===== config.mk =====
export PLATFORM = sky130hd
export DESIGN_NAME = conv_window_gen_flat
export DESIGN_NICKNAME = d
export VERILOG_FILES = /design/src/rtl/conv_pkg.sv /design/src/rtl/conv_window_gen_if.sv /design/src/rtl/line_buffer.sv /design/src/rtl/conv_window_gen.sv /design/src/flat_wrapper.sv
export SDC_FILE = /design/constraint.sdc
export NUM_CORES = 1
export LEC_CHECK = 0
export ABC_CLOCK_PERIOD_IN_PS = 22700
export CORE_AREA = 2 2 203 205
export DETAILED_ROUTE_END_ITERATION = 8
export DIE_AREA = 0 0 205 207
export HOLD_SLACK_MARGIN = 0.08
export PLACE_DENSITY = 0.57
export SLEW_MARGIN = 20
export SYNTH_ARGS = -nofsm -noshare
export SYNTH_HDL_FRONTEND = slang
export SYNTH_SLANG_ARGS = --single-unit

===== constraint.sdc =====
create_clock -name clk -period 22.7 [get_ports clk]
set_input_delay 3.405 -clock clk [delete_from_list [all_inputs] [get_ports clk]]
set_output_delay 3.405 -clock clk [all_outputs]
set_load 0.005 [all_outputs]

===== src/rtl/conv_pkg.sv =====
// Purpose: shared types and defaults for the 3x3 convolution window generator.
// Latency: n/a (package only).
// Backpressure: n/a (package only).
package conv_pkg;

  localparam int DEF_IMAGE_WIDTH = 8;
  localparam int DEF_MATRIX_SIZE = 3;

  typedef logic [DEF_IMAGE_WIDTH-1:0] pixel_t;

  typedef enum logic {
    S_IDLE,
    S_RUN
  } state_t;

endpackage


===== src/rtl/conv_window_gen_if.sv =====
// Purpose: pixel-in / window-out handshake bundle for conv_window_gen.
// Latency: n/a (wiring only).
// Backpressure: in_ready from the block, out_ready from the window consumer.
// Ports: in_valid/in_ready/in_pixel/in_sof (pixel stream),
//        out_valid/out_ready/out_matrix/out_last (window stream).
// Modports: slave = the window generator, master = the pixel source / window sink.
interface conv_window_gen_if
  import conv_pkg::*;
#(
  parameter int IMAGE_WIDTH = DEF_IMAGE_WIDTH,
  parameter int MATRIX_SIZE = DEF_MATRIX_SIZE
);

  logic                                       in_valid;
  logic                                       in_ready;
  logic [IMAGE_WIDTH-1:0]                     in_pixel;
  logic                                       in_sof;
  logic                                       out_valid;
  logic                                       out_ready;
  logic [IMAGE_WIDTH*MATRIX_SIZE*MATRIX_SIZE-1:0] out_matrix;
  logic                                       out_last;

  modport slave (
    input  in_valid, in_pixel, in_sof, out_ready,
    output in_ready, out_valid, out_matrix, out_last
  );

  modport master (
    output in_valid, in_pixel, in_sof, out_ready,
    input  in_ready, out_valid, out_matrix, out_last
  );

endinterface


===== src/rtl/line_buffer.sv =====
// Purpose: one image row of delay; dout is the pixel pushed DEPTH enables ago.
// Latency: DEPTH enabled shifts from din to dout.
// Backpressure: none; the caller gates en with its own accept.
// Ports: clk, en (shift), din (incoming pixel), dout (oldest stored pixel).
module line_buffer
  import conv_pkg::*;
#(
  parameter int DEPTH = 16,
  parameter int WIDTH = DEF_IMAGE_WIDTH
) (
  input  logic             clk,
  input  logic             en,
  input  logic [WIDTH-1:0] din,
  output logic [WIDTH-1:0] dout
);

  // Storage is deliberately not reset: stale contents are never emitted
  // because windows need two freshly written rows first.
  logic [WIDTH-1:0] mem [DEPTH];

  always_ff @(posedge clk) begin
    if (en) begin
      mem[0] <= din;
      for (int i = 1; i < DEPTH; i++) begin
        mem[i] <= mem[i-1];
      end
    end
  end

  assign dout = mem[DEPTH-1];

endmodule


===== src/rtl/conv_window_gen.sv =====
// Purpose: turn a raster pixel stream into 3x3 valid-convolution windows.
// Latency: window registered one cycle after its bottom-right pixel is accepted.
// Backpressure: in_ready = out_ready || !out_valid; a stalled window holds the input.
// Ports: clk, rst (sync, active-high), bus (conv_window_gen_if.slave).
module conv_window_gen
  import conv_pkg::*;
#(
  parameter int IMAGE_WIDTH = DEF_IMAGE_WIDTH,
  parameter int MATRIX_SIZE = DEF_MATRIX_SIZE,
  parameter int LINE_WIDTH  = 16,
  parameter int LINE_COUNT  = 16
) (
  input  logic               clk,
  input  logic               rst,
  conv_window_gen_if.slave   bus
);

  localparam int CW = $clog2(LINE_WIDTH);
  localparam int RW = $clog2(LINE_COUNT);
  localparam logic [CW-1:0] COL_LAST = CW'(LINE_WIDTH - 1);
  localparam logic [RW-1:0] ROW_LAST = RW'(LINE_COUNT - 1);
  localparam int NEWEST = MATRIX_SIZE - 1;

  state_t                 state;
  logic [CW-1:0]          col;
  logic [RW-1:0]          row;
  logic [CW-1:0]          cur_col;
  logic [RW-1:0]          cur_row;
  logic                   accept;
  logic                   take;
  logic                   emit;
  logic                   at_last;
  logic                   out_valid_q;
  logic                   out_last_q;
  logic [IMAGE_WIDTH*MATRIX_SIZE*MATRIX_SIZE-1:0] out_mat_q;
  logic [IMAGE_WIDTH-1:0] lb0_dout;
  logic [IMAGE_WIDTH-1:0] lb1_dout;

  // Two older columns per row; the third (rightmost) column is the one
  // arriving with the current pixel, so together they form the 3x3 window.
  logic [IMAGE_WIDTH-1:0] win     [MATRIX_SIZE][MATRIX_SIZE-1];
  logic [IMAGE_WIDTH-1:0] col_new [MATRIX_SIZE];

  assign bus.in_ready   = bus.out_ready || !out_valid_q;
  assign bus.out_valid  = out_valid_q;
  assign bus.out_last   = out_last_q;
  assign bus.out_matrix = out_mat_q;

  assign accept = bus.in_valid && bus.in_ready;
  // An in_sof pixel is always (0,0), from idle or as a mid-frame restart.
  assign take    = accept && (bus.in_sof || state == S_RUN);
  assign cur_col = bus.in_sof ? '0 : col;
  assign cur_row = bus.in_sof ? '0 : row;
  // Requiring col>=2 keeps previous-row columns out of every window.
  assign emit    = take && (cur_row >= RW'(2)) && (cur_col >= CW'(2));
  assign at_last = (cur_row == ROW_LAST) && (cur_col == COL_LAST);

  // Row r-2 on top, row r-1 in the middle, the live pixel at the bottom.
  assign col_new[0] = lb1_dout;
  assign col_new[1] = lb0_dout;
  assign col_new[2] = bus.in_pixel;

  line_buffer #(.DEPTH(LINE_WIDTH), .WIDTH(IMAGE_WIDTH)) u_lb_prev (
    .clk  (clk),
    .en   (take),
    .din  (bus.in_pixel),
    .dout (lb0_dout)
  );

  line_buffer #(.DEPTH(LINE_WIDTH), .WIDTH(IMAGE_WIDTH)) u_lb_prev2 (
    .clk  (clk),
    .en   (take),
    .din  (lb0_dout),
    .dout (lb1_dout)
  );

  always_ff @(posedge clk) begin
    if (take) begin
      for (int r = 0; r < MATRIX_SIZE; r++) begin
        win[r][0] <= win[r][1];
        win[r][1] <= col_new[r];
      end
    end
  end

  always_ff @(posedge clk) begin
    if (rst) begin
      state       <= S_IDLE;
      row         <= '0;
      col         <= '0;
      out_valid_q <= 1'b0;
      out_last_q  <= 1'b0;
      out_mat_q   <= '0;
    end else begin
      if (take) begin
        if (cur_col == COL_LAST) begin
          col <= '0;
          if (cur_row == ROW_LAST) begin
            row   <= '0;
            state <= S_IDLE;
          end else begin
            row   <= cur_row + 1'b1;
            state <= S_RUN;
          end
        end else begin
          col   <= cur_col + 1'b1;
          row   <= cur_row;
          state <= S_RUN;
        end
      end

      // emit implies accept, which implies the output slot is free or draining.
      if (emit) begin
        out_valid_q <= 1'b1;
        out_last_q  <= at_last;
        for (int r = 0; r < MATRIX_SIZE; r++) begin
          for (int c = 0; c < MATRIX_SIZE; c++) begin
            out_mat_q[(r*MATRIX_SIZE+c)*IMAGE_WIDTH +: IMAGE_WIDTH] <=
              (c == NEWEST) ? col_new[r] : win[r][c];
          end
        end
      end else if (bus.out_ready) begin
        out_valid_q <= 1'b0;
      end
    end
  end

endmodule


===== src/flat_wrapper.sv =====
// flat-port wrapper written by rule: the top's interface ports become plain ports
module conv_window_gen_flat import conv_pkg::*;
#(
  parameter int IMAGE_WIDTH = DEF_IMAGE_WIDTH,
  parameter int MATRIX_SIZE = DEF_MATRIX_SIZE,
  parameter int LINE_WIDTH  = 16,
  parameter int LINE_COUNT  = 16
)
  (clk, rst, bus_in_valid, bus_in_pixel, bus_in_sof, bus_out_ready, bus_in_ready, bus_out_valid, bus_out_matrix, bus_out_last);
  conv_window_gen_if #(.IMAGE_WIDTH(IMAGE_WIDTH), .MATRIX_SIZE(MATRIX_SIZE)) bus_i ();
  input  logic clk;
  input  logic rst;
  input wire logic [$bits(bus_i.in_valid)-1:0] bus_in_valid;
  input wire logic [$bits(bus_i.in_pixel)-1:0] bus_in_pixel;
  input wire logic [$bits(bus_i.in_sof)-1:0] bus_in_sof;
  input wire logic [$bits(bus_i.out_ready)-1:0] bus_out_ready;
  output wire logic [$bits(bus_i.in_ready)-1:0] bus_in_ready;
  output wire logic [$bits(bus_i.out_valid)-1:0] bus_out_valid;
  output wire logic [$bits(bus_i.out_matrix)-1:0] bus_out_matrix;
  output wire logic [$bits(bus_i.out_last)-1:0] bus_out_last;
  assign bus_i.in_valid = bus_in_valid;
  assign bus_i.in_pixel = bus_in_pixel;
  assign bus_i.in_sof = bus_in_sof;
  assign bus_i.out_ready = bus_out_ready;
  assign bus_in_ready = bus_i.in_ready;
  assign bus_out_valid = bus_i.out_valid;
  assign bus_out_matrix = bus_i.out_matrix;
  assign bus_out_last = bus_i.out_last;
  conv_window_gen #(.IMAGE_WIDTH(IMAGE_WIDTH), .MATRIX_SIZE(MATRIX_SIZE), .LINE_WIDTH(LINE_WIDTH), .LINE_COUNT(LINE_COUNT)) u_core (.clk(clk), .rst(rst), .bus(bus_i));
endmodule

[Word level (Yosys, flattened, before mapping)]
Memories as Yosys holds them, arrays and structs flattened.
Index checks and enable logic that the tools add are counted.
Word-level totals
  bits in registers: 83
  memory bits (writable): 304
  input bits: 13
  output and inout port bits: 75
  word-level logic and storage cells: 35
  memories: 3
Operators by class
  add/subtract/negate cells: 2
  order comparisons: 2
  equality and inequality tests: 2
  mux-type cells: 11
  reduce and logical (&&, ||, !) cells: 9
Memories
  u_core.u_lb_prev.mem: words 16, width 8, read ports 16, clocked after Yosys merged registers in 0, wr ports 16, line line_buffer.sv:19  | logic [WIDTH-1:0] mem [DEPTH];
  u_core.u_lb_prev2.mem: words 16, width 8, read ports 16, clocked after Yosys merged registers in 0, wr ports 16, line line_buffer.sv:19
  u_core.win: words 3, width 16, read ports 3, clocked after Yosys merged registers in 0, wr ports 3, line conv_window_gen.sv:41  | logic [IMAGE_WIDTH-1:0] win [MATRIX_SIZE][MATRIX_SIZE-1];
Operator list (count)
  $mux W4: 5
  $add A4 B1 Y4 const B: 2
  $eq A4 B4 Y1 const B: 2
  $ge A4 B2 Y1 const B: 2
  $mux W1: 6
  $logic_and A1 B1 Y1: 5
  $logic_or A1 B1 Y1: 2
  $reduce_bool A2 Y1: 1
  $logic_not A1 Y1: 1

[Longest topological paths before layout]
  word-level depth: 7
  gate-level depth with buffers: 9
  mapped depth without buffers: 7

[Hierarchy]
Synthesis repeated with hierarchy kept, for this count alone.
Second synthesis, totals
  cell total of the unflattened synthesis: 709
  area, all modules: 12379.4 µm²
By module, submodules not included
  line_buffer: times used 2, cells each 136, area an instance 3903.7 µm²
  conv_window_gen: times used 1, cells each 437, area an instance 4571.9 µm²

[Least setup slack after synthesis]
No wires, ideal clock.
  path type: input -> register
  from: in bus_in_sof
  to: reg u_core.col[1]
  library setup time: 847 ps
  arrival: 22799 ps
  slack: -946 ps
  cell stages on the path: 3
  cell sequence: nor2_1 nor3_1 a211oi_1
On the way
  elaborated cells between the ends (all ways): 6
  classes of those cells: add/sub (1); eq/ne (1); mux (2); reduce/logical (2)
RTL lines
  start, declared: line flat_wrapper.sv:15  | input wire logic [$bits(bus_i.in_sof)-1:0] bus_in_sof;
  $logic_or A1 B1 Y1: line conv_window_gen.sv:51  | assign take = accept && (bus.in_sof || state == S_RUN);
  $logic_and A1 B1 Y1: line conv_window_gen.sv:51
  via u_core.take: line conv_window_gen.sv:30  | logic take;
  end signal, assigned: line conv_window_gen.sv:106  | col <= cur_col + 1'b1;
  end, declared: line conv_window_gen.sv:25  | logic [CW-1:0] col;
The timed path passes the listed nets, and every way through them passes these cells.
A chain may end at the register's enable or synchronous reset.

[Final worst setup path]
  from: in bus_out_ready
  to: out bus_in_ready
On the way
  cells in the longest elaborated chain, start to end: 1
RTL lines
  start, declared: line flat_wrapper.sv:16  | input wire logic [$bits(bus_i.out_ready)-1:0] bus_out_ready;
  $logic_or A1 B1 Y1: line conv_window_gen.sv:44  | assign bus.in_ready = bus.out_ready || !out_valid_q;
  end, declared: line flat_wrapper.sv:17  | output wire logic [$bits(bus_i.in_ready)-1:0] bus_in_ready;
No other way between the ends.

==> metrics.cfg <==
[run_status]
outcome=finished clean

[clocking]
numCtsBuffers=36
cts_tree=yes
clkTransAtPathRegs_ps=60
clockRootBuffer=clkbuf_16
clk_path_buf_depth=3
clk_latency_ps=510
htreeDepth=2
clock_sinks=355
post_cts_buffers=0
ctsResizeCount=0
cts-hold-fix-buffers=0

[timing]
drv_slew=0
setup_tns_ps=0
tightestPinTransition_ps=1060
rsz0062_at_grt=no
period_share=0.354
fmax_mhz=124
fin_ws_ps=14660
finalHoldWorstSlack_ps=405
relSlewSlack=0.291
min_period_ps=8040
final.setup_skew_ps=14.3
final-setup-viol-count=0
hold_viol_final=0

[final_layout]
final_area_sq_um=14100
final_common_cell=edfxtp_1
antenna_cells=0
final_cell_mix=edfxtp_1, clkdlybuf4s50_1, dfxtp_1
drive_above_1_share=0.0821
fin_nets=782
utilization=0.349
area_delta_synth_final_pct=22.7

[detailed_routing]
drt_wl_total_mm=21.4
ant_nets=0
wire_per_inst_um=16.2
firstDrtPassIters=7
vias_per_cell=4.52
drtIter0Drc=462
vias=5980
drc=0

[place]
dp_hpwl_mm=11.0
pre_cts_slack_ps=14650
place_congestion=0.691
port_buffers=87
place_area_sq_um=12900

[critical_path]
crit_type=in2out
cp-start-kind=input port
cp.required_ps=19300
crit_path_end=bus_in_ready
crit_arrival_ps=4640
ff2ff_path_depth=5
worst_r2r_endpoint=u_core.u_lb_prev2.mem[1][4]
critPathMaxFanout=5
regToRegStartpoint=u_core.state
rrSetupSlack_ps=19760
cp-startpoint=bus_out_ready
cp-end-kind=output port

[yosys]
synth_top_area_frac=0.711
synth_compound_area_frac=0.0768
synth_edf_count=272
synthSimpleGateAreaFrac=0.0476
synth_nets=694
ys_ff_latch=355
synthAdderAreaFrac=0.00218
yosysWarnings=0
synthFlopType=edfxtp_1
synth.cell_area_sq_um=11500
seq_area_frac_synth=0.855
async_reset_ff_frac=0
synth_xor_area_frac=0
ys_types=37
synthMuxAreaShare=0
synth_area_leaders=edfxtp_1, dfxtp_1, a21oi_1, o21ai_0, nand3_1
syn_inst=679
synth_top_family_by_area=compound AO/OA/AOI/OAI gates
syn-mean-instance-area_sq_um=16.9
synth_area_leader_cell=edfxtp_1

[power_and_ir_drop]
power_density_nw_per_um2=95.6
p_leak_nw=4.41
ir_drop_v=0.0000555

[min_path]
worstHoldPathType=reg2reg
holdCritStartpoint=u_core.u_lb_prev2.mem[0][62]

[run]
drv_cap=0

[global_route]
grt_max_degree=218
grt_antenna_before_repair=0
grt_usage=0.0991
grt_pass1_vias=5806
grt_first_pass_wirelength_mm=33.4
overflow=0

[floorplanning]
row_count=74
die_h_um=207
start_util=0.285
fp.dieArea_sq_um=42400
core_area_sq_um=40400
die_x_um=205
ioPinCount=88

-- how the worst min path moves through the flow --
stage / endpoint / slack (ps) / cells past startpoint
2_1_floorplan: u_core.u_lb_prev.mem[0][24] / 400 / 0
3_3_place_gp: u_core.u_lb_prev2.mem[1][7] / 400 / 0
3_5_place_dp: u_core.u_lb_prev.mem[0][27] / 400 / 0
4_1_cts: u_core.u_lb_prev2.mem[1][6] / 410 / 0
5_1_grt: u_core.u_lb_prev2.mem[1][6] / 410 / 0
6_report: u_core.u_lb_prev2.mem[1][6] / 400 / 0
-- area by class of cell --
class	instances	area [sq um]
clock buffer	51	1020
clock inverter	12	136
fill	3890	26300
inverter	5	18.8
multi-input combinational	275	1480
sequential	355	9830
tap	532	666
timing repair buffer	94	951
-- per-layer routing --
| metal | part of all wire | track usage | up-vias |
|---|---|---|---|
| li1 | - | - | 2759 |
| met1 | 0.48 | 0.141 | 3041 |
| met2 | 0.44 | 0.145 | 146 |
| met3 | 0.063 | 0.0302 | 34 |
| met4 | 0.021 | 0.0303 | 0 |
| met5 | 0 | 0 | - |
-- power breakdown --
part	total (mW)	internal, mW	switching, mW	leakage (nW)
registers	0.741	0.732	0.00901	3.25
logic	0.0270	0.00483	0.0222	0.600
clock network	0.579	0.346	0.233	0.560
total	1.35	1.08	0.264	4.41
-- cells in the mapped netlist, types with 2 or more instances --
master and instances:
nand2_1 4, nor2_1 8, ha_1 2, clkbuf_1 24, a211oi_1 2, o21ai_0 79
edfxtp_1 272, nand3_1 74, buf_2 11, dfxtp_1 83, a21oi_1 81, nor3_1 2
inv_1 4, and4_1 2, nor2b_1 3, buf_1 7
-- flip-flops by register name, summed over array words and instances, names as in the netlist --
name and cells:
u_core.u_lb_prev.mem 128, u_core.u_lb_prev2.mem 128, u_core.bus.out_matrix 72, u_core.win 16, u_core.col 4, u_core.row 4
u_core.bus.out_last 1, u_core.bus.out_valid 1, u_core.state 1
-- worst max-delay path, cell delays in order --
cell,delay (ps)
clkdlybuf4s50_1,440
nor2b_4,230
inv_1,100
clkdlybuf4s50_1,460
-- stage by stage --
stage               power, mW  instances
finish                   1.35       1324
global route             1.40       1324
CTS                      1.37       1323
detailed placement      0.782       1260
global placement        0.781       1260
floorplan               0.778        679
-- logic make-up (layout without fill, tap and decap cells) --
| group | after synthesis | in the layout |
|---|---|---|
| DFF | 355 | 355 |
| AOI/OAI and AO/OA | 170 | 170 |
| and+or+nand+nor | 103 | 103 |
| buffers and inverters | 49 | 162 |
| adders and majority gates | 2 | 2 |
No activity file was read; power rests on OpenSTA's default activity.
